**src/rtl/id_ex_stage_if.sv**
```systemverilog
// Bundle between decode, the ID/EX register and the EX stage.
// Decode-slot inputs, pipeline control, forwarding sources and the
// ALU-facing outputs travel together. The stage uses the slave view.
interface id_ex_stage_if #(
  parameter int WIDTH = 32,
  parameter int REGW  = 5
);
  logic             id_valid;
  logic [WIDTH-1:0] id_rs_data;
  logic [WIDTH-1:0] id_rt_data;
  logic [WIDTH-1:0] id_imm;
  logic [REGW-1:0]  id_rs;
  logic [REGW-1:0]  id_rt;
  logic [REGW-1:0]  id_rd;
  logic [1:0]       id_alu_op;
  logic [5:0]       id_funct;
  logic             id_alu_src;
  logic             id_reg_dst;
  logic             id_reg_write;
  logic             id_mem_read;
  logic             id_mem_write;
  logic             id_mem_to_reg;
  logic             flush;
  logic             hold;
  logic             exmem_reg_write;
  logic [REGW-1:0]  exmem_rd;
  logic [WIDTH-1:0] exmem_alu_out;
  logic             memwb_reg_write;
  logic [REGW-1:0]  memwb_rd;
  logic [WIDTH-1:0] memwb_data;
  logic             stall;
  logic             ex_valid;
  logic [2:0]       ex_alu_ctrl;
  logic [WIDTH-1:0] ex_a;
  logic [WIDTH-1:0] ex_b;
  logic [WIDTH-1:0] ex_store_data;
  logic [REGW-1:0]  ex_dest;
  logic             ex_reg_write;
  logic             ex_mem_read;
  logic             ex_mem_write;
  logic             ex_mem_to_reg;
  logic             ex_illegal;

  modport master (
    output id_valid, id_rs_data, id_rt_data, id_imm, id_rs, id_rt, id_rd,
           id_alu_op, id_funct, id_alu_src, id_reg_dst, id_reg_write,
           id_mem_read, id_mem_write, id_mem_to_reg, flush, hold,
           exmem_reg_write, exmem_rd, exmem_alu_out,
           memwb_reg_write, memwb_rd, memwb_data,
    input  stall, ex_valid, ex_alu_ctrl, ex_a, ex_b, ex_store_data, ex_dest,
           ex_reg_write, ex_mem_read, ex_mem_write, ex_mem_to_reg, ex_illegal
  );

  modport slave (
    input  id_valid, id_rs_data, id_rt_data, id_imm, id_rs, id_rt, id_rd,
           id_alu_op, id_funct, id_alu_src, id_reg_dst, id_reg_write,
           id_mem_read, id_mem_write, id_mem_to_reg, flush, hold,
           exmem_reg_write, exmem_rd, exmem_alu_out,
           memwb_reg_write, memwb_rd, memwb_data,
    output stall, ex_valid, ex_alu_ctrl, ex_a, ex_b, ex_store_data, ex_dest,
           ex_reg_write, ex_mem_read, ex_mem_write, ex_mem_to_reg, ex_illegal
  );
endinterface

```
**src/rtl/id_ex_stage.sv**
```systemverilog
// ID/EX pipeline register feeding the ALU of the 5-stage MIPS core.
// Registers decoded operands/control, decodes AluCtrl at capture time,
// forwards EX/MEM and MEM/WB results onto the registered operands and
// raises a one-cycle stall (with bubble) on a load-use dependency.
module id_ex_stage #(
  parameter int WIDTH = 32,
  parameter int REGW  = 5
) (
  input logic          clk,
  input logic          reset,
  id_ex_stage_if.slave bus
);

  logic             valid_r;
  logic [WIDTH-1:0] rs_data_r;
  logic [WIDTH-1:0] rt_data_r;
  logic [WIDTH-1:0] imm_r;
  logic [REGW-1:0]  rs_r;
  logic [REGW-1:0]  rt_r;
  logic [REGW-1:0]  dest_r;
  logic [2:0]       alu_ctrl_r;
  logic             illegal_r;
  logic             alu_src_r;
  logic             reg_write_r;
  logic             mem_read_r;
  logic             mem_write_r;
  logic             mem_to_reg_r;

  logic [3:0]       dec_s;      // {unknown funct, AluCtrl}
  logic             stall_s;
  logic             bubble_s;
  logic [WIDTH-1:0] fwd_rs_s;
  logic [WIDTH-1:0] fwd_rt_s;

  // Main-decoder op class plus funct to {unknown, AluCtrl}.
  function automatic logic [3:0] alu_decode(input logic [1:0] op, input logic [5:0] funct);
    logic [3:0] res;
    res = {1'b0, 3'b010};
    case (op)
      2'b00: res = {1'b0, 3'b010};
      2'b01: res = {1'b0, 3'b110};
      2'b11: res = {1'b0, 3'b001};
      2'b10: begin
        case (funct)
          6'b100000: res = {1'b0, 3'b010};
          6'b100010: res = {1'b0, 3'b110};
          6'b100100: res = {1'b0, 3'b000};
          6'b100101: res = {1'b0, 3'b001};
          6'b101010: res = {1'b0, 3'b111};
          default:   res = {1'b1, 3'b011};
        endcase
      end
      default: res = {1'b0, 3'b010};
    endcase
    return res;
  endfunction

  // Youngest matching producer wins; register $0 is never forwarded.
  function automatic logic [WIDTH-1:0] forward_pick(
    input logic [REGW-1:0]  idx,
    input logic [WIDTH-1:0] reg_val,
    input logic             em_we,
    input logic [REGW-1:0]  em_rd,
    input logic [WIDTH-1:0] em_val,
    input logic             mw_we,
    input logic [REGW-1:0]  mw_rd,
    input logic [WIDTH-1:0] mw_val
  );
    logic [WIDTH-1:0] res;
    res = reg_val;
    if (em_we && (em_rd != {REGW{1'b0}}) && (em_rd == idx)) begin
      res = em_val;
    end else if (mw_we && (mw_rd != {REGW{1'b0}}) && (mw_rd == idx)) begin
      res = mw_val;
    end else begin
      res = reg_val;
    end
    return res;
  endfunction

  // Decode ALU control for the instruction waiting in the decode slot.
  always_comb begin
    dec_s = alu_decode(bus.id_alu_op, bus.id_funct);
  end

  // Load-use detection: a valid load in EX whose dest feeds decode's rs/rt.
  always_comb begin
    stall_s = 1'b0;
    if (reset) begin
      stall_s = 1'b0;
    end else if (valid_r && mem_read_r && bus.id_valid &&
                 (dest_r != {REGW{1'b0}}) &&
                 ((dest_r == bus.id_rs) || (dest_r == bus.id_rt))) begin
      stall_s = 1'b1;
    end else begin
      stall_s = 1'b0;
    end
  end

  // Flush beats hold; the load-use bubble only applies when not held.
  always_comb begin
    bubble_s = bus.flush | (~bus.hold & stall_s);
  end

  // Operand forwarding onto the registered rs/rt values.
  always_comb begin
    fwd_rs_s = forward_pick(rs_r, rs_data_r, bus.exmem_reg_write, bus.exmem_rd,
                            bus.exmem_alu_out, bus.memwb_reg_write, bus.memwb_rd,
                            bus.memwb_data);
    fwd_rt_s = forward_pick(rt_r, rt_data_r, bus.exmem_reg_write, bus.exmem_rd,
                            bus.exmem_alu_out, bus.memwb_reg_write, bus.memwb_rd,
                            bus.memwb_data);
  end

  // Pipeline register: reset/bubble clear everything, hold keeps, else capture.
  always_ff @(posedge clk) begin
    if (reset || bubble_s) begin
      valid_r      <= 1'b0;
      rs_data_r    <= {WIDTH{1'b0}};
      rt_data_r    <= {WIDTH{1'b0}};
      imm_r        <= {WIDTH{1'b0}};
      rs_r         <= {REGW{1'b0}};
      rt_r         <= {REGW{1'b0}};
      dest_r       <= {REGW{1'b0}};
      alu_ctrl_r   <= 3'b000;
      illegal_r    <= 1'b0;
      alu_src_r    <= 1'b0;
      reg_write_r  <= 1'b0;
      mem_read_r   <= 1'b0;
      mem_write_r  <= 1'b0;
      mem_to_reg_r <= 1'b0;
    end else if (!bus.hold) begin
      valid_r      <= bus.id_valid;
      rs_data_r    <= bus.id_rs_data;
      rt_data_r    <= bus.id_rt_data;
      imm_r        <= bus.id_imm;
      rs_r         <= bus.id_rs;
      rt_r         <= bus.id_rt;
      dest_r       <= bus.id_reg_dst ? bus.id_rd : bus.id_rt;
      alu_ctrl_r   <= dec_s[2:0];
      illegal_r    <= dec_s[3] & bus.id_valid;
      alu_src_r    <= bus.id_alu_src;
      reg_write_r  <= bus.id_reg_write & bus.id_valid;
      mem_read_r   <= bus.id_mem_read & bus.id_valid;
      mem_write_r  <= bus.id_mem_write & bus.id_valid;
      mem_to_reg_r <= bus.id_mem_to_reg & bus.id_valid;
    end
  end

  assign bus.stall         = stall_s;
  assign bus.ex_valid      = valid_r;
  assign bus.ex_alu_ctrl   = alu_ctrl_r;
  assign bus.ex_a          = fwd_rs_s;
  assign bus.ex_b          = alu_src_r ? imm_r : fwd_rt_s;
  assign bus.ex_store_data = fwd_rt_s;
  assign bus.ex_dest       = dest_r;
  assign bus.ex_reg_write  = reg_write_r;
  assign bus.ex_mem_read   = mem_read_r;
  assign bus.ex_mem_write  = mem_write_r;
  assign bus.ex_mem_to_reg = mem_to_reg_r;
  assign bus.ex_illegal    = illegal_r;

endmodule

```
**src/flat_wrapper.sv**
```systemverilog
// flat-port wrapper written by rule: the top's interface ports become plain ports
module id_ex_stage_flat 
#(
  parameter int WIDTH = 32,
  parameter int REGW  = 5
)
  (clk, reset, bus_id_valid, bus_id_rs_data, bus_id_rt_data, bus_id_imm, bus_id_rs, bus_id_rt, bus_id_rd, bus_id_alu_op, bus_id_funct, bus_id_alu_src, bus_id_reg_dst, bus_id_reg_write, bus_id_mem_read, bus_id_mem_write, bus_id_mem_to_reg, bus_flush, bus_hold, bus_exmem_reg_write, bus_exmem_rd, bus_exmem_alu_out, bus_memwb_reg_write, bus_memwb_rd, bus_memwb_data, bus_stall, bus_ex_valid, bus_ex_alu_ctrl, bus_ex_a, bus_ex_b, bus_ex_store_data, bus_ex_dest, bus_ex_reg_write, bus_ex_mem_read, bus_ex_mem_write, bus_ex_mem_to_reg, bus_ex_illegal);
  id_ex_stage_if #(.WIDTH(WIDTH), .REGW(REGW)) bus_i ();
  input logic clk;
  input logic reset;
  input wire logic [$bits(bus_i.id_valid)-1:0] bus_id_valid;
  input wire logic [$bits(bus_i.id_rs_data)-1:0] bus_id_rs_data;
  input wire logic [$bits(bus_i.id_rt_data)-1:0] bus_id_rt_data;
  input wire logic [$bits(bus_i.id_imm)-1:0] bus_id_imm;
  input wire logic [$bits(bus_i.id_rs)-1:0] bus_id_rs;
  input wire logic [$bits(bus_i.id_rt)-1:0] bus_id_rt;
  input wire logic [$bits(bus_i.id_rd)-1:0] bus_id_rd;
  input wire logic [$bits(bus_i.id_alu_op)-1:0] bus_id_alu_op;
  input wire logic [$bits(bus_i.id_funct)-1:0] bus_id_funct;
  input wire logic [$bits(bus_i.id_alu_src)-1:0] bus_id_alu_src;
  input wire logic [$bits(bus_i.id_reg_dst)-1:0] bus_id_reg_dst;
  input wire logic [$bits(bus_i.id_reg_write)-1:0] bus_id_reg_write;
  input wire logic [$bits(bus_i.id_mem_read)-1:0] bus_id_mem_read;
  input wire logic [$bits(bus_i.id_mem_write)-1:0] bus_id_mem_write;
  input wire logic [$bits(bus_i.id_mem_to_reg)-1:0] bus_id_mem_to_reg;
  input wire logic [$bits(bus_i.flush)-1:0] bus_flush;
  input wire logic [$bits(bus_i.hold)-1:0] bus_hold;
  input wire logic [$bits(bus_i.exmem_reg_write)-1:0] bus_exmem_reg_write;
  input wire logic [$bits(bus_i.exmem_rd)-1:0] bus_exmem_rd;
  input wire logic [$bits(bus_i.exmem_alu_out)-1:0] bus_exmem_alu_out;
  input wire logic [$bits(bus_i.memwb_reg_write)-1:0] bus_memwb_reg_write;
  input wire logic [$bits(bus_i.memwb_rd)-1:0] bus_memwb_rd;
  input wire logic [$bits(bus_i.memwb_data)-1:0] bus_memwb_data;
  output wire logic [$bits(bus_i.stall)-1:0] bus_stall;
  output wire logic [$bits(bus_i.ex_valid)-1:0] bus_ex_valid;
  output wire logic [$bits(bus_i.ex_alu_ctrl)-1:0] bus_ex_alu_ctrl;
  output wire logic [$bits(bus_i.ex_a)-1:0] bus_ex_a;
  output wire logic [$bits(bus_i.ex_b)-1:0] bus_ex_b;
  output wire logic [$bits(bus_i.ex_store_data)-1:0] bus_ex_store_data;
  output wire logic [$bits(bus_i.ex_dest)-1:0] bus_ex_dest;
  output wire logic [$bits(bus_i.ex_reg_write)-1:0] bus_ex_reg_write;
  output wire logic [$bits(bus_i.ex_mem_read)-1:0] bus_ex_mem_read;
  output wire logic [$bits(bus_i.ex_mem_write)-1:0] bus_ex_mem_write;
  output wire logic [$bits(bus_i.ex_mem_to_reg)-1:0] bus_ex_mem_to_reg;
  output wire logic [$bits(bus_i.ex_illegal)-1:0] bus_ex_illegal;
  assign bus_i.id_valid = bus_id_valid;
  assign bus_i.id_rs_data = bus_id_rs_data;
  assign bus_i.id_rt_data = bus_id_rt_data;
  assign bus_i.id_imm = bus_id_imm;
  assign bus_i.id_rs = bus_id_rs;
  assign bus_i.id_rt = bus_id_rt;
  assign bus_i.id_rd = bus_id_rd;
  assign bus_i.id_alu_op = bus_id_alu_op;
  assign bus_i.id_funct = bus_id_funct;
  assign bus_i.id_alu_src = bus_id_alu_src;
  assign bus_i.id_reg_dst = bus_id_reg_dst;
  assign bus_i.id_reg_write = bus_id_reg_write;
  assign bus_i.id_mem_read = bus_id_mem_read;
  assign bus_i.id_mem_write = bus_id_mem_write;
  assign bus_i.id_mem_to_reg = bus_id_mem_to_reg;
  assign bus_i.flush = bus_flush;
  assign bus_i.hold = bus_hold;
  assign bus_i.exmem_reg_write = bus_exmem_reg_write;
  assign bus_i.exmem_rd = bus_exmem_rd;
  assign bus_i.exmem_alu_out = bus_exmem_alu_out;
  assign bus_i.memwb_reg_write = bus_memwb_reg_write;
  assign bus_i.memwb_rd = bus_memwb_rd;
  assign bus_i.memwb_data = bus_memwb_data;
  assign bus_stall = bus_i.stall;
  assign bus_ex_valid = bus_i.ex_valid;
  assign bus_ex_alu_ctrl = bus_i.ex_alu_ctrl;
  assign bus_ex_a = bus_i.ex_a;
  assign bus_ex_b = bus_i.ex_b;
  assign bus_ex_store_data = bus_i.ex_store_data;
  assign bus_ex_dest = bus_i.ex_dest;
  assign bus_ex_reg_write = bus_i.ex_reg_write;
  assign bus_ex_mem_read = bus_i.ex_mem_read;
  assign bus_ex_mem_write = bus_i.ex_mem_write;
  assign bus_ex_mem_to_reg = bus_i.ex_mem_to_reg;
  assign bus_ex_illegal = bus_i.ex_illegal;
  id_ex_stage #(.WIDTH(WIDTH), .REGW(REGW)) u_core (.clk(clk), .reset(reset), .bus(bus_i));
endmodule
```
**config.mk**
```make
export PLATFORM = sky130hd
export DESIGN_NAME = id_ex_stage_flat
export DESIGN_NICKNAME = d
export VERILOG_FILES = /design/src/rtl/id_ex_stage_if.sv /design/src/rtl/id_ex_stage.sv /design/src/flat_wrapper.sv
export SDC_FILE = /design/constraint.sdc
export NUM_CORES = 1
export LEC_CHECK = 0
export ABC_AREA = 1
export BUFFER_PORTS_ARGS = -buffer_cell sky130_fd_sc_hd__buf_2
export CAP_MARGIN = 30
export CORE_UTILIZATION = 49
export CTS_CLUSTER_SIZE = 10
export DETAILED_ROUTE_END_ITERATION = 8
export PLACE_DENSITY = 0.93
export SLEW_MARGIN = 20
export SYNTH_ARGS = -nofsm -noshare
export SYNTH_HDL_FRONTEND = slang
export SYNTH_SLANG_ARGS = --single-unit
```
**constraint.sdc**
```tcl
create_clock -name clk -period 1.8 [get_ports clk]
set_input_delay 0 -clock clk [delete_from_list [all_inputs] [get_ports clk]]
set_output_delay 0 -clock clk [all_outputs]
set_load 0.03 [all_outputs]
```
==> impl_metrics.json, run 1 <==
{
  "run_status": "stopped before the end",
  "failing_step": "global routing (5_1_grt)",
  "error_message": "[ERROR GRT-0232] Routing congestion too high. Check the congestion heatmap in the GUI.",
  "global_route.overflow_total": 4,
  "fp.dieH_um": 124,
  "initial_utilization_pct": 50.3,
  "synth_cell_types": 31,
  "hpwlAfterDp_um": 18600,
  "tritoncts.num_buffers": 17,
  "synth_cells": 1083,
  "grt_max_degree": 83,
  "clkSinkCount": 121,
  "ioPinCount": 317,
  "cts_root_buf": "sky130_fd_sc_hd__clkbuf_16",
  "fp-row-count": 44,
  "cts_max_level": 4,
  "io_buffers": 316,
  "netlist_area_before_placement_um2": 7330,
  "endpoint_type": "top-level output",
  "syn_avg_cell_area_um2": 6.77,
  "postSynthNetCount": 1289,
  "cts_buffer_depth": 2,
  "grt_usage_pct": 57.6,
  "die_w_um": 124,
  "seq_area_frac_synth_pct": 33.0,
  "synth_warnings": 0,
  "postGrtWorstEndpoint": "bus_ex_store_data[0]",
  "ys_ff_latch": 121,
  "routability_cong": 0.910
}
[logic make-up after synthesis]
| family | count (synthesis) | synth area share (%) |
|---|---|---|
| AO/OA/AOI/OAI | 93 | 6.57 |
| XOR/XNOR | 27 | 3.22 |
| buffers and inverters | 191 | 11.8 |
| flip-flops | 121 | 33.0 |
| multiplexers | 71 | 9.71 |
| AND/OR/NAND/NOR | 580 | 35.7 |
[metal layers]
layer | GRT usage, % | overflow
met1 | 60.4 | 1
met2 | 81.5 | 2
met3 | 31.5 | 0
met4 | 52.9 | 1
met5 | 2.61 | 0
[synth_stat cells, drive strengths merged]
master	count	area share (%)
nand2	191	9.8
nand3	168	12
nor2	144	7.5
dfxtp	121	33
inv	116	5.9
o21ai	79	5.4
mux2i	70	9.6
buf	57	4.9
nand4	37	3.2
and2	32	2.7
clkbuf	18	0.92
xor2	14	1.7
xnor2	13	1.6
a21oi	9	0.61
nor3	5	0.63
a22oi	4	0.41
nand3b	2	0.20
a21boi	1	0.10
mux2	1	0.15
nor3b	1	0.10
[stage by stage]
stage / area [um2] / setup TNS, ns / std cells / hold slack (ns) / worst slack, ns
after floorplan: 7330 / 0 / 1083 / 0.159 / 0.0196
after global placement: 9090 / 0 / 1538 / 0.244 / 0.140
after CTS: 11300 / -13.89 / 1692 / 0.00813 / -0.224
after detailed placement: 9090 / 0 / 1538 / 0.252 / 0.0961
[repair_timing]
action                                  in CTS
pin swaps                                   11
setup buffers                                2
gates cloned                                 2
hold buffers                               118
resized for setup                           96
endpoints found under the hold margin      117
endpoints found under the setup margin      96
==> run 2, diff against run 1 <==
Settings changed: CORE_UTILIZATION 49 to 40, CTS_CLUSTER_SIZE 10 to not set, PLACE_DENSITY 0.93 to not set, PLACE_DENSITY_LB_ADDON set to 0.15.
==> impl_metrics.json, run 2 <==
{
  "floorplan.core_area_um2": 18000,
  "clk_transition_reported_paths_ns": 0.05,
  "die_w_um": 137,
  "rsz_0062_raised_after_global_routing": "true",
  "cts_root_buf": "sky130_fd_sc_hd__clkbuf_16",
  "drc": 0,
  "hold-path-cell-count": 5,
  "routed_via_density": 5.43,
  "synth-edff-count": 0,
  "io_buffers": 316,
  "final_common_cell": "sky130_fd_sc_hd__buf_2",
  "grt_util_met3_pct": 8.72,
  "synthDominantCellAreaShare_pct": 33.0,
  "post_dp_cell_area_um2": 9210,
  "initial_utilization_pct": 40.8,
  "run_status": "finished with violations",
  "class_of_the_tightest_hold_or_removal_check": "input port to flop",
  "finalWirelength_um": 34900,
  "global_route.usage.met1_pct": 37.5,
  "reg2reg_depth": 8,
  "cts_max_level": 4,
  "fp.dieH_um": 137,
  "hpwlAfterDp_um": 18300,
  "reg2reg_setup_slack_ns": 0.19,
  "tritoncts.num_buffers": 17,
  "seq_area_frac_synth_pct": 33.0,
  "detailedRoute.firstPassIterationCount": 7,
  "endpoint_kind": "output pin",
  "final_max_slew_viol_count": 0,
  "grt_max_degree": 70,
  "critPathKind": "flop to output pin",
  "ys_ff_latch": 121,
  "worstSetupStartpointType": "flop",
  "ioPinCount": 317,
  "cap_viol_max_count": 0,
  "via_count_of_the_first_global_routing_pass": 8665,
  "final-hold-violation-count": 0,
  "post-route-cell-area_um2": 13800,
  "synth_commonest_cells": "190 x sky130_fd_sc_hd__nand2_1, 166 x sky130_fd_sc_hd__nand3_1, 141 x sky130_fd_sc_hd__nor2_1",
  "met2_usage_pct": 53.8,
  "design_power_total_mw": 8.84,
  "tritoncts": "yes",
  "cellLeakagePower_nw": 6.77,
  "netlist_area_before_placement_um2": 7330,
  "antenna_left": 0,
  "postSynthNetCount": 1289,
  "rr_startpoint": "u_core.bus.ex_dest[4]$_SDFFE_PP0N_",
  "worst_ir_drop_vdd_uv": 657,
  "max_freq_ghz": 0.474,
  "largest_registers": "u_core.imm_r: 32 flops, u_core.rs_data_r: 32 flops, u_core.rt_data_r: 32 flops",
  "grt_pass1_wl_um": 45200,
  "area.growth.synth_to_final_pct": 88.0,
  "synth_area_leader_cell": "sky130_fd_sc_hd__dfxtp_1",
  "routability_cong": 0.834,
  "slew_headroom_pct": 70.1,
  "wl_per_cell_um": 19.8,
  "drive_above_1_share_pct": 44.5,
  "cts_buffer_depth": 2,
  "global_route.overflow_total": 0,
  "clkSinkCount": 121,
  "timing.hold.worst_endpoint": "u_core.bus.ex_alu_ctrl[0]$_SDFFE_PP0N_",
  "finalClockSkew_ns": 0.0112,
  "grt_antenna_before_repair": 2,
  "post_route_setup_slack_ns": -0.311,
  "critical_path_peak_fanout": 8,
  "tightest_slew_ns": 0.449,
  "failed_checks": "setup timing",
  "clkLatencyLatePin_ns": 0.41,
  "grt_usage_pct": 31.7,
  "netlist_top_cells_area": "sky130_fd_sc_hd__dfxtp_1 33%, sky130_fd_sc_hd__nand3_1 11%, sky130_fd_sc_hd__nand2_1 9.7%",
  "hold_slack_ns": 0.0124,
  "synth_flop_cell": "sky130_fd_sc_hd__dfxtp_1",
  "synth_warnings": 0,
  "asyncSetResetFlopFracSynth_pct": 0,
  "timing.hold.worst.start": "bus_id_alu_op[0]",
  "via_count_of_the_routed_design": 9609,
  "final_setup_violating_endpoints": 96,
  "timing.critical_path.required_ns": 1.80,
  "synth_cell_types": 31,
  "timing.critical_path.arrival_ns": 2.11,
  "dpl_worst_slack_ns": 0.137,
  "post-route-min-period_ns": 2.11,
  "die-area_um2": 18900,
  "grt.busiest_layer": "met2",
  "fp-row-count": 49,
  "fin_crit_sh_pct": 117,
  "setup_tns_ns": -21.25,
  "dr.first_iter.drc_count": 545,
  "cell_with_the_most_instances_after_synthesis": "sky130_fd_sc_hd__nand2_1",
  "syn_avg_cell_area_um2": 6.77,
  "critical_path.reg2reg.endpoint": "u_core.rs_data_r[12]$_SDFFE_PP0N_",
  "layout_common_cells": "220 x sky130_fd_sc_hd__buf_2, 139 x sky130_fd_sc_hd__nor2_1, 117 x sky130_fd_sc_hd__dlygate4sd3_1, 114 x sky130_fd_sc_hd__inv_1, 112 x sky130_fd_sc_hd__dfxtp_1",
  "p_per_area_nw_per_um2": 641,
  "synth_cells": 1083,
  "design.final.nets": 1732
}
-- run 2: cell counts after synthesis --
Identical to the previous run, type by type.
-- run 2: logic make-up after synthesis --
logic type	synth area share, %
AOI/OAI and AO/OA	6.57
muxes	9.71
and+or+nand+nor	35.7
buffers and inverters	11.8
DFF	33.0
xor gates and xnor gates	3.22
-- run 2: how the worst max path moves through the flow --
stage | endpoint | slack, ns | from
after floorplan | bus_ex_a[12] | 0.02 | u_core.rs_r[0]$_SDFFE_PP0N_
after global placement | bus_ex_a[0] | 0.15 | u_core.rs_r[1]$_SDFFE_PP0N_
after detailed placement | bus_ex_a[0] | 0.14 | u_core.rs_r[1]$_SDFFE_PP0N_
after CTS | bus_ex_a[5] | -0.30 | u_core.rs_r[1]$_SDFFE_PP0N_
after global routing | bus_ex_b[20] | -0.36 | u_core.rt_r[0]$_SDFFE_PP0N_
final | bus_ex_b[30] | -0.31 | u_core.rt_r[0]$_SDFFE_PP0N_
-- run 2: layout make-up --
class	count	area, um2
Clock buffer	25	505
Timing Repair Buffer	499	4500
Sequential cell	121	2450
Multi-Input combinational cell	771	5500
Antenna cell	1	2.50
Inverter	116	435
Clock inverter	7	113
Fill cell	1239	4170
Tap cell	229	287
-- run 2: power by group --
part	switching, mW	leakage, nW	internal (mW)
clock	1.23	0.303	2.36
sequential	0.0647	0.993	2.77
combinational	1.31	5.47	1.10
-- run 2: critical path, cell delays in order (launching register included) --
cell,delay [ns]
sky130_fd_sc_hd__dfxtp_4,0.36
sky130_fd_sc_hd__xnor2_2,0.15
sky130_fd_sc_hd__nand2_2,0.11
sky130_fd_sc_hd__nor2_2,0.11
sky130_fd_sc_hd__nand3b_1,0.17
sky130_fd_sc_hd__buf_6,0.19
sky130_fd_sc_hd__clkbuf_16,0.19
sky130_fd_sc_hd__nand3_4,0.10
sky130_fd_sc_hd__nand3_2,0.10
sky130_fd_sc_hd__nand2_2,0.08
sky130_fd_sc_hd__buf_6,0.13
-- run 2: timing repair --
| item | in CTS | in global routing |
|---|---|---|
| cloned | 9 | 13 |
| hold buffers | 117 | 0 |
| pin swaps | 25 | 43 |
| endpoints found under the setup margin | 96 | 138 |
| gates resized for setup | 260 | 331 |
| endpoints found under the hold margin | 117 | 0 |
| buffers inserted | 8 | 7 |
-- run 2: metrics by stage --
stage / util [%] / std cells
floorplan: - / 1083
global placement: 51.3 / 1584
detailed placement: 51.3 / 1584
CTS: 68.0 / 1750
global route: 76.8 / 1768
finish: 76.8 / 1769
-- run 2: per-layer routing --
| metal | part of all wire, % | vias to the layer above |
|---|---|---|
| met1 | 37 | 4476 |
| met4 | 4.7 | 2 |
| met2 | 49 | 578 |
| met3 | 10 | 136 |
| li1 | - | 4417 |
| met5 | 0.031 | - |
Power figures use the tool's default switching activity.
==> run 3, diff against run 2 <==
Settings changed: RECOVER_POWER set to 50.
Clock period 1.8 ns to 2.3 ns, I/O delays scaled along.
==> impl_metrics.json, run 3 (same netlist as run 2, synthesis figures left out) <==
{
  "ioPinCount": 317,
  "tightest_slew_ns": 0.953,
  "cts_buffer_depth": 2,
  "routability_cong": 0.843,
  "cp_num_buf_inv": 2,
  "endpoint_kind": "output pin",
  "die_w_um": 137,
  "tritoncts": "yes",
  "cts_setup_buffers": 0,
  "combinational_fraction_of_design_power_pct": 21.9,
  "layout_common_cells": "297 x sky130_fd_sc_hd__buf_2, 189 x sky130_fd_sc_hd__nand2_1, 166 x sky130_fd_sc_hd__nand3_1, 140 x sky130_fd_sc_hd__nor2_1, 121 x sky130_fd_sc_hd__dfxtp_1",
  "clkSinkCount": 121,
  "finalCoreUtilization_pct": 60.0,
  "cts_max_level": 4,
  "via_count_of_the_routed_design": 8620,
  "timing.critical_path.arrival_ns": 2.16,
  "grt_max_degree": 157,
  "critical_path.startpoint": "u_core.rt_r[4]$_SDFFE_PP0N_",
  "cap_viol_max_count": 0,
  "slowest_library_cell_on_the_worst_path": "sky130_fd_sc_hd__dfxtp_1",
  "area.growth.synth_to_final_pct": 47.1,
  "final_max_slew_viol_count": 0,
  "setup_tns_ns": 0,
  "cellLeakagePower_nw": 5.68,
  "die-area_um2": 18900,
  "wl_per_cell_um": 15.1,
  "antennaDiodeCount": 0,
  "swShare_pct": 28.8,
  "timing.critical_path.required_ns": 2.30,
  "cts_root_buf": "sky130_fd_sc_hd__clkbuf_16",
  "detailedRoute.firstPassIterationCount": 5,
  "fp.dieH_um": 137,
  "post_layout_nonfiller_instances": 1723,
  "global_route.overflow_total": 0,
  "post-route-min-period_ns": 2.16,
  "grt_usage_pct": 27.1,
  "finalWirelength_um": 26000,
  "critical_path.cell_chain": "xor2_1 > nor2_4 > nand3_2 > buf_4 > nand2_1 > nand3_1 > and2_1 > buf_2",
  "p_per_area_nw_per_um2": 588,
  "path_delay_family": "simple AND/OR/NAND/NOR gates",
  "worst-path-stages": 8,
  "initial_utilization_pct": 40.8,
  "critPathMaxStageDelay_ns": 0.34,
  "clk_transition_reported_paths_ns": 0.06,
  "register_area_um2": 2420,
  "rsz_0062_raised_after_global_routing": "false",
  "floorplan.core_area_um2": 18000,
  "tritoncts.num_buffers": 17,
  "worstSetupStartpointType": "flop",
  "hold-path-cell-count": 5,
  "drive_above_1_share_pct": 24.6,
  "grt_pass1_wl_um": 39000,
  "routed_via_density": 5.00,
  "final_setup_violating_endpoints": 0,
  "drc": 0,
  "critical_path_peak_fanout": 12,
  "reg2reg_depth": 9,
  "p_clk_share_pct": 43.2,
  "via_count_of_the_first_global_routing_pass": 7899,
  "timing.hold.worst.start": "bus_id_rt[3]",
  "grt_antenna_before_repair": 0,
  "critPathKind": "flop to output pin",
  "timing.hold.worst_endpoint": "u_core.rt_r[3]$_SDFFE_PP0N_",
  "slew_headroom_pct": 36.5,
  "dr.first_iter.drc_count": 454,
  "final-hold-violation-count": 0,
  "design.final.nets": 1689,
  "internal_power_mw": 4.51,
  "finalClockSkew_ns": 0.00799,
  "place.detailed.instances": 1576,
  "design_power_total_mw": 6.34,
  "io_buffers": 316,
  "fin_crit_sh_pct": 94.1,
  "critical_path.reg2reg.endpoint": "u_core.rt_data_r[7]$_SDFFE_PP0N_",
  "antenna_left": 0,
  "multi_input_comb_area_um2": 4090,
  "hpwlAfterDp_um": 17900,
  "final_common_cell": "sky130_fd_sc_hd__buf_2",
  "largest_registers": "u_core.imm_r: 32 flops, u_core.rs_data_r: 32 flops, u_core.rt_data_r: 32 flops",
  "rr_startpoint": "u_core.bus.ex_dest[1]$_SDFFE_PP0N_",
  "class_of_the_tightest_hold_or_removal_check": "input port to flop",
  "reg2reg_setup_slack_ns": 0.29,
  "p_switching_mw": 1.83,
  "worst_ir_drop_vdd_uv": 531,
  "fp-row-count": 49,
  "run_status": "complete, no violations",
  "max_freq_ghz": 0.462,
  "clkLatencyLatePin_ns": 0.42,
  "hold_slack_ns": 0.00708,
  "sequentialPowerShare_pct": 34.9,
  "number_of_filler_cells_placed_in_the_layout": 1719
}
==> run 3: cell count changes in the layout (fill, tap and decap cells not counted), sizes merged <==
cell / before / now
buf: 372 / 320
clkinv: 3 / 5
diode: 1 / 0
clkbuf: 35 / 40
==> run 3: through the flow <==
stage | instance area (um2) | setup WS (ns)
5_1_grt | 10800 | 0.00125
2_1_floorplan | 7330 | 0.520
3_3_place_gp | 9050 | 0.556
3_5_place_dp | 9050 | 0.522
4_1_cts | 10800 | 0.0729
6_report | 10800 | 0.136
==> run 3: metal layers <==
layer  part of all wire (%)  vias up  global-route usage (%)
met1                     43     3910                    32.9
met4                    1.8        0                    9.58
met2                     49      362                    46.8
met3                    6.5       37                    5.59
met5                      0        -                       0
li1                       -     4311                       -
==> run 3: worst max path at each step <==
stage               slack [ns]                       endpoint
finish                    0.14           bus_ex_store_data[0]
global route             0.001                    bus_ex_a[0]
CTS                       0.07           bus_ex_store_data[0]
detailed placement        0.52  u_core.imm_r[23]$_SDFFE_PP0N_
global placement          0.56  u_core.imm_r[24]$_SDFFE_PP0N_
floorplan                 0.52                   bus_ex_a[12]
==> run 3: repair_timing <==
action	4_1_cts	5_1_grt
resized for setup	0	5
endpoints found under the hold margin	117	0
setup endpoints to repair	0	25
hold buffers	117	0
==> run 3: area by class of cell <==
cell class,instances,area share [%]
Multi-Input combinational cell,771,37.9
Timing Repair Buffer,456,27.5
Sequential cell,121,22.5
Clock buffer,21,4.36
Inverter,116,4.04
Tap cell,229,2.66
Clock inverter,9,1.14
==> run 3: worst min-delay path, delay by kind of cell <==
kind | cells | cell delay (ns)
buffers and inverters | 2 | 0.19
AO/OA/AOI/OAI | 1 | 0.09
AND/OR/NAND/NOR | 2 | 0.10
==> run 3: power by group through the flow <==
stage / combinational (mW) / sequential, mW / clock (mW)
after floorplan: 0.763 / 2.26 / 0
after global placement: 1.23 / 2.25 / 0
after detailed placement: 1.23 / 2.26 / 0
after CTS: 1.39 / 2.21 / 2.79
after global routing: 1.52 / 2.22 / 2.88
final: 1.39 / 2.21 / 2.73
==> run 4, diff against run 3 <==
Settings changed: CORE_ASPECT_RATIO set to 0.7, GPL_TIMING_DRIVEN set to 0.
==> impl_metrics.json, run 4 (same netlist as run 2, synthesis figures left out) <==
{
  "run_status": "complete, no violations",
  "via_count_of_the_first_global_routing_pass": 8353,
  "global_route.overflow_total": 0,
  "dpl_worst_slack_ns": 0.117,
  "die-area_um2": 18900,
  "grt.busiest_layer": "met2",
  "clkSinkCount": 121,
  "grt_util_met3_pct": 6.24,
  "clkLatencyLatePin_ns": 0.42,
  "cts_buffer_depth": 2,
  "ioPinCount": 317,
  "timing.critical_path.required_ns": 2.30,
  "post-route-min-period_ns": 2.23,
  "grt_usage_pct": 30.3,
  "combinational_fraction_of_design_power_pct": 23.1,
  "design_power_total_mw": 6.44,
  "class_of_the_tightest_hold_or_removal_check": "input port to flop",
  "wl_per_cell_um": 16.4,
  "final_setup_violating_endpoints": 0,
  "tightest_slew_ns": 0.799,
  "grt_pass1_wl_um": 43500,
  "largest_registers": "u_core.imm_r: 32 flops, u_core.rs_data_r: 32 flops, u_core.rt_data_r: 32 flops",
  "worst_ir_drop_vdd_uv": 416,
  "sequentialPowerShare_pct": 34.4,
  "die_w_um": 164,
  "final_max_slew_viol_count": 0,
  "slew_headroom_pct": 46.7,
  "fp-row-count": 41,
  "p_switching_mw": 2.00,
  "reg2reg_depth": 9,
  "cellLeakagePower_nw": 5.87,
  "initial_utilization_pct": 40.8,
  "cap_viol_max_count": 0,
  "layout_common_cells": "320 x sky130_fd_sc_hd__buf_2, 190 x sky130_fd_sc_hd__nand2_1, 162 x sky130_fd_sc_hd__nand3_1, 140 x sky130_fd_sc_hd__nor2_1",
  "area.growth.synth_to_final_pct": 52.6,
  "tritoncts": "yes",
  "via_count_of_the_routed_design": 9057,
  "max_freq_ghz": 0.448,
  "post_layout_nonfiller_instances": 1791,
  "finalWirelength_um": 29300,
  "finalCoreUtilization_pct": 62.3,
  "fp.dieH_um": 115,
  "finalClockSkew_ns": 0.00582,
  "drc": 0,
  "fin_crit_sh_pct": 97.1,
  "grt_antenna_before_repair": 1,
  "design.final.nets": 1747,
  "met2_usage_pct": 48.4,
  "global_route.usage.met1_pct": 41.5,
  "swShare_pct": 31.1,
  "endpoint_kind": "output pin",
  "detailedRoute.firstPassIterationCount": 7,
  "hold-path-cell-count": 5,
  "antenna_left": 0,
  "post_route_setup_slack_ns": 0.0661,
  "dr.first_iter.drc_count": 874,
  "drive_above_1_share_pct": 27.3,
  "timing.critical_path.arrival_ns": 2.23,
  "routed_via_density": 5.06,
  "place.detailed.instances": 1633,
  "p_per_area_nw_per_um2": 575,
  "tritoncts.num_buffers": 17,
  "final-hold-violation-count": 0,
  "clk_transition_reported_paths_ns": 0.06,
  "critPathKind": "flop to output pin",
  "internal_power_mw": 4.44,
  "io_buffers": 314,
  "worstSetupStartpointType": "flop",
  "floorplan.core_area_um2": 18000,
  "cts_root_buf": "sky130_fd_sc_hd__clkbuf_16",
  "routability_cong": 0.898,
  "final_common_cell": "sky130_fd_sc_hd__buf_2",
  "critical_path_peak_fanout": 10,
  "setup_tns_ns": 0,
  "grt_max_degree": 17,
  "p_clk_share_pct": 42.5,
  "cts_max_level": 4,
  "hpwlAfterDp_um": 21400
}
[run 4: changes by cell type in the layout (fill, tap and decap cells not counted), moves of 6 or more]
cell / delta
sky130_fd_sc_hd__buf_2: +23
sky130_fd_sc_hd__clkbuf_1: +15
sky130_fd_sc_hd__clkbuf_2: +15
sky130_fd_sc_hd__buf_4: -9
sky130_fd_sc_hd__clkbuf_4: +7
sky130_fd_sc_hd__xor2_1: -6
sky130_fd_sc_hd__xor2_2: +6
[run 4: final timing paths]
path | startpoint | endpoint | slack (ns)
setup / recovery | u_core.rs_r[1]$_SDFFE_PP0N_ | bus_ex_a[22] | 0.07
hold / removal | bus_id_valid | u_core.bus.ex_valid$_SDFFE_PP0N_ | 0.05
setup reg to reg | u_core.bus.ex_dest[1]$_SDFFE_PP0N_ | u_core.rt_r[2]$_SDFFE_PP0N_ | 0.18
hold reg to reg | u_core.imm_r[22]$_SDFFE_PP0N_ | u_core.imm_r[22]$_SDFFE_PP0N_ | 0.51
[run 4: per-stage QoR]
| step | hold WS (ns) | cell area (um2) |
|---|---|---|
| 6_report | 0.0524 | 11200 |
| 3_5_place_dp | 0.252 | 9200 |
| 2_1_floorplan | 0.159 | 7330 |
| 3_3_place_gp | 0.246 | 9200 |
| 4_1_cts | 0.0391 | 11100 |
| 5_1_grt | 0.103 | 11200 |
[run 4: per-layer routing]
metal	vias to the layer above	wire, um
met1	4213	13600
met3	31	2220
met4	0	353
met2	391	13200
li1	4422	-
met5	-	0
[run 4: power by group through the flow]
stage | Combinational, mW | Sequential (mW) | Clock (mW)
floorplan | 0.763 | 2.26 | 0
global placement | 1.26 | 2.25 | 0
detailed placement | 1.27 | 2.26 | 0
CTS | 1.44 | 2.21 | 2.76
global route | 1.60 | 2.22 | 2.87
finish | 1.49 | 2.21 | 2.74
[run 4: repair_timing]
item                                    in CTS  in global routing
gates resized for setup                     12                 57
cloned                                       0                  0
setup buffers                                4                  5
pin swaps                                    3                  8
endpoints found under the setup margin      96                 83
hold buffers                               118                  0
endpoints found under the hold margin      118                  0
[run 4: final cells by class]
class / count / area (um2)
Sequential cell: 121 / 2430
Fill cell: 1707 / 6760
Inverter: 116 / 435
Buffer: 73 / 410
Timing Repair Buffer: 441 / 2850
Tap cell: 236 / 295
Multi-Input combinational cell: 771 / 4170
Antenna cell: 1 / 2.50
Clock inverter: 13 / 144
Clock buffer: 19 / 453
[run 4: critical path, stage by stage (launching register included)]
cell and delay, ns:
sky130_fd_sc_hd__dfxtp_1 0.40, sky130_fd_sc_hd__xnor2_1 0.13, sky130_fd_sc_hd__nand2_1 0.08, sky130_fd_sc_hd__nor3_2 0.22, sky130_fd_sc_hd__nand3_4 0.21, sky130_fd_sc_hd__buf_2 0.26, sky130_fd_sc_hd__o21ai_0 0.26, sky130_fd_sc_hd__buf_2 0.25
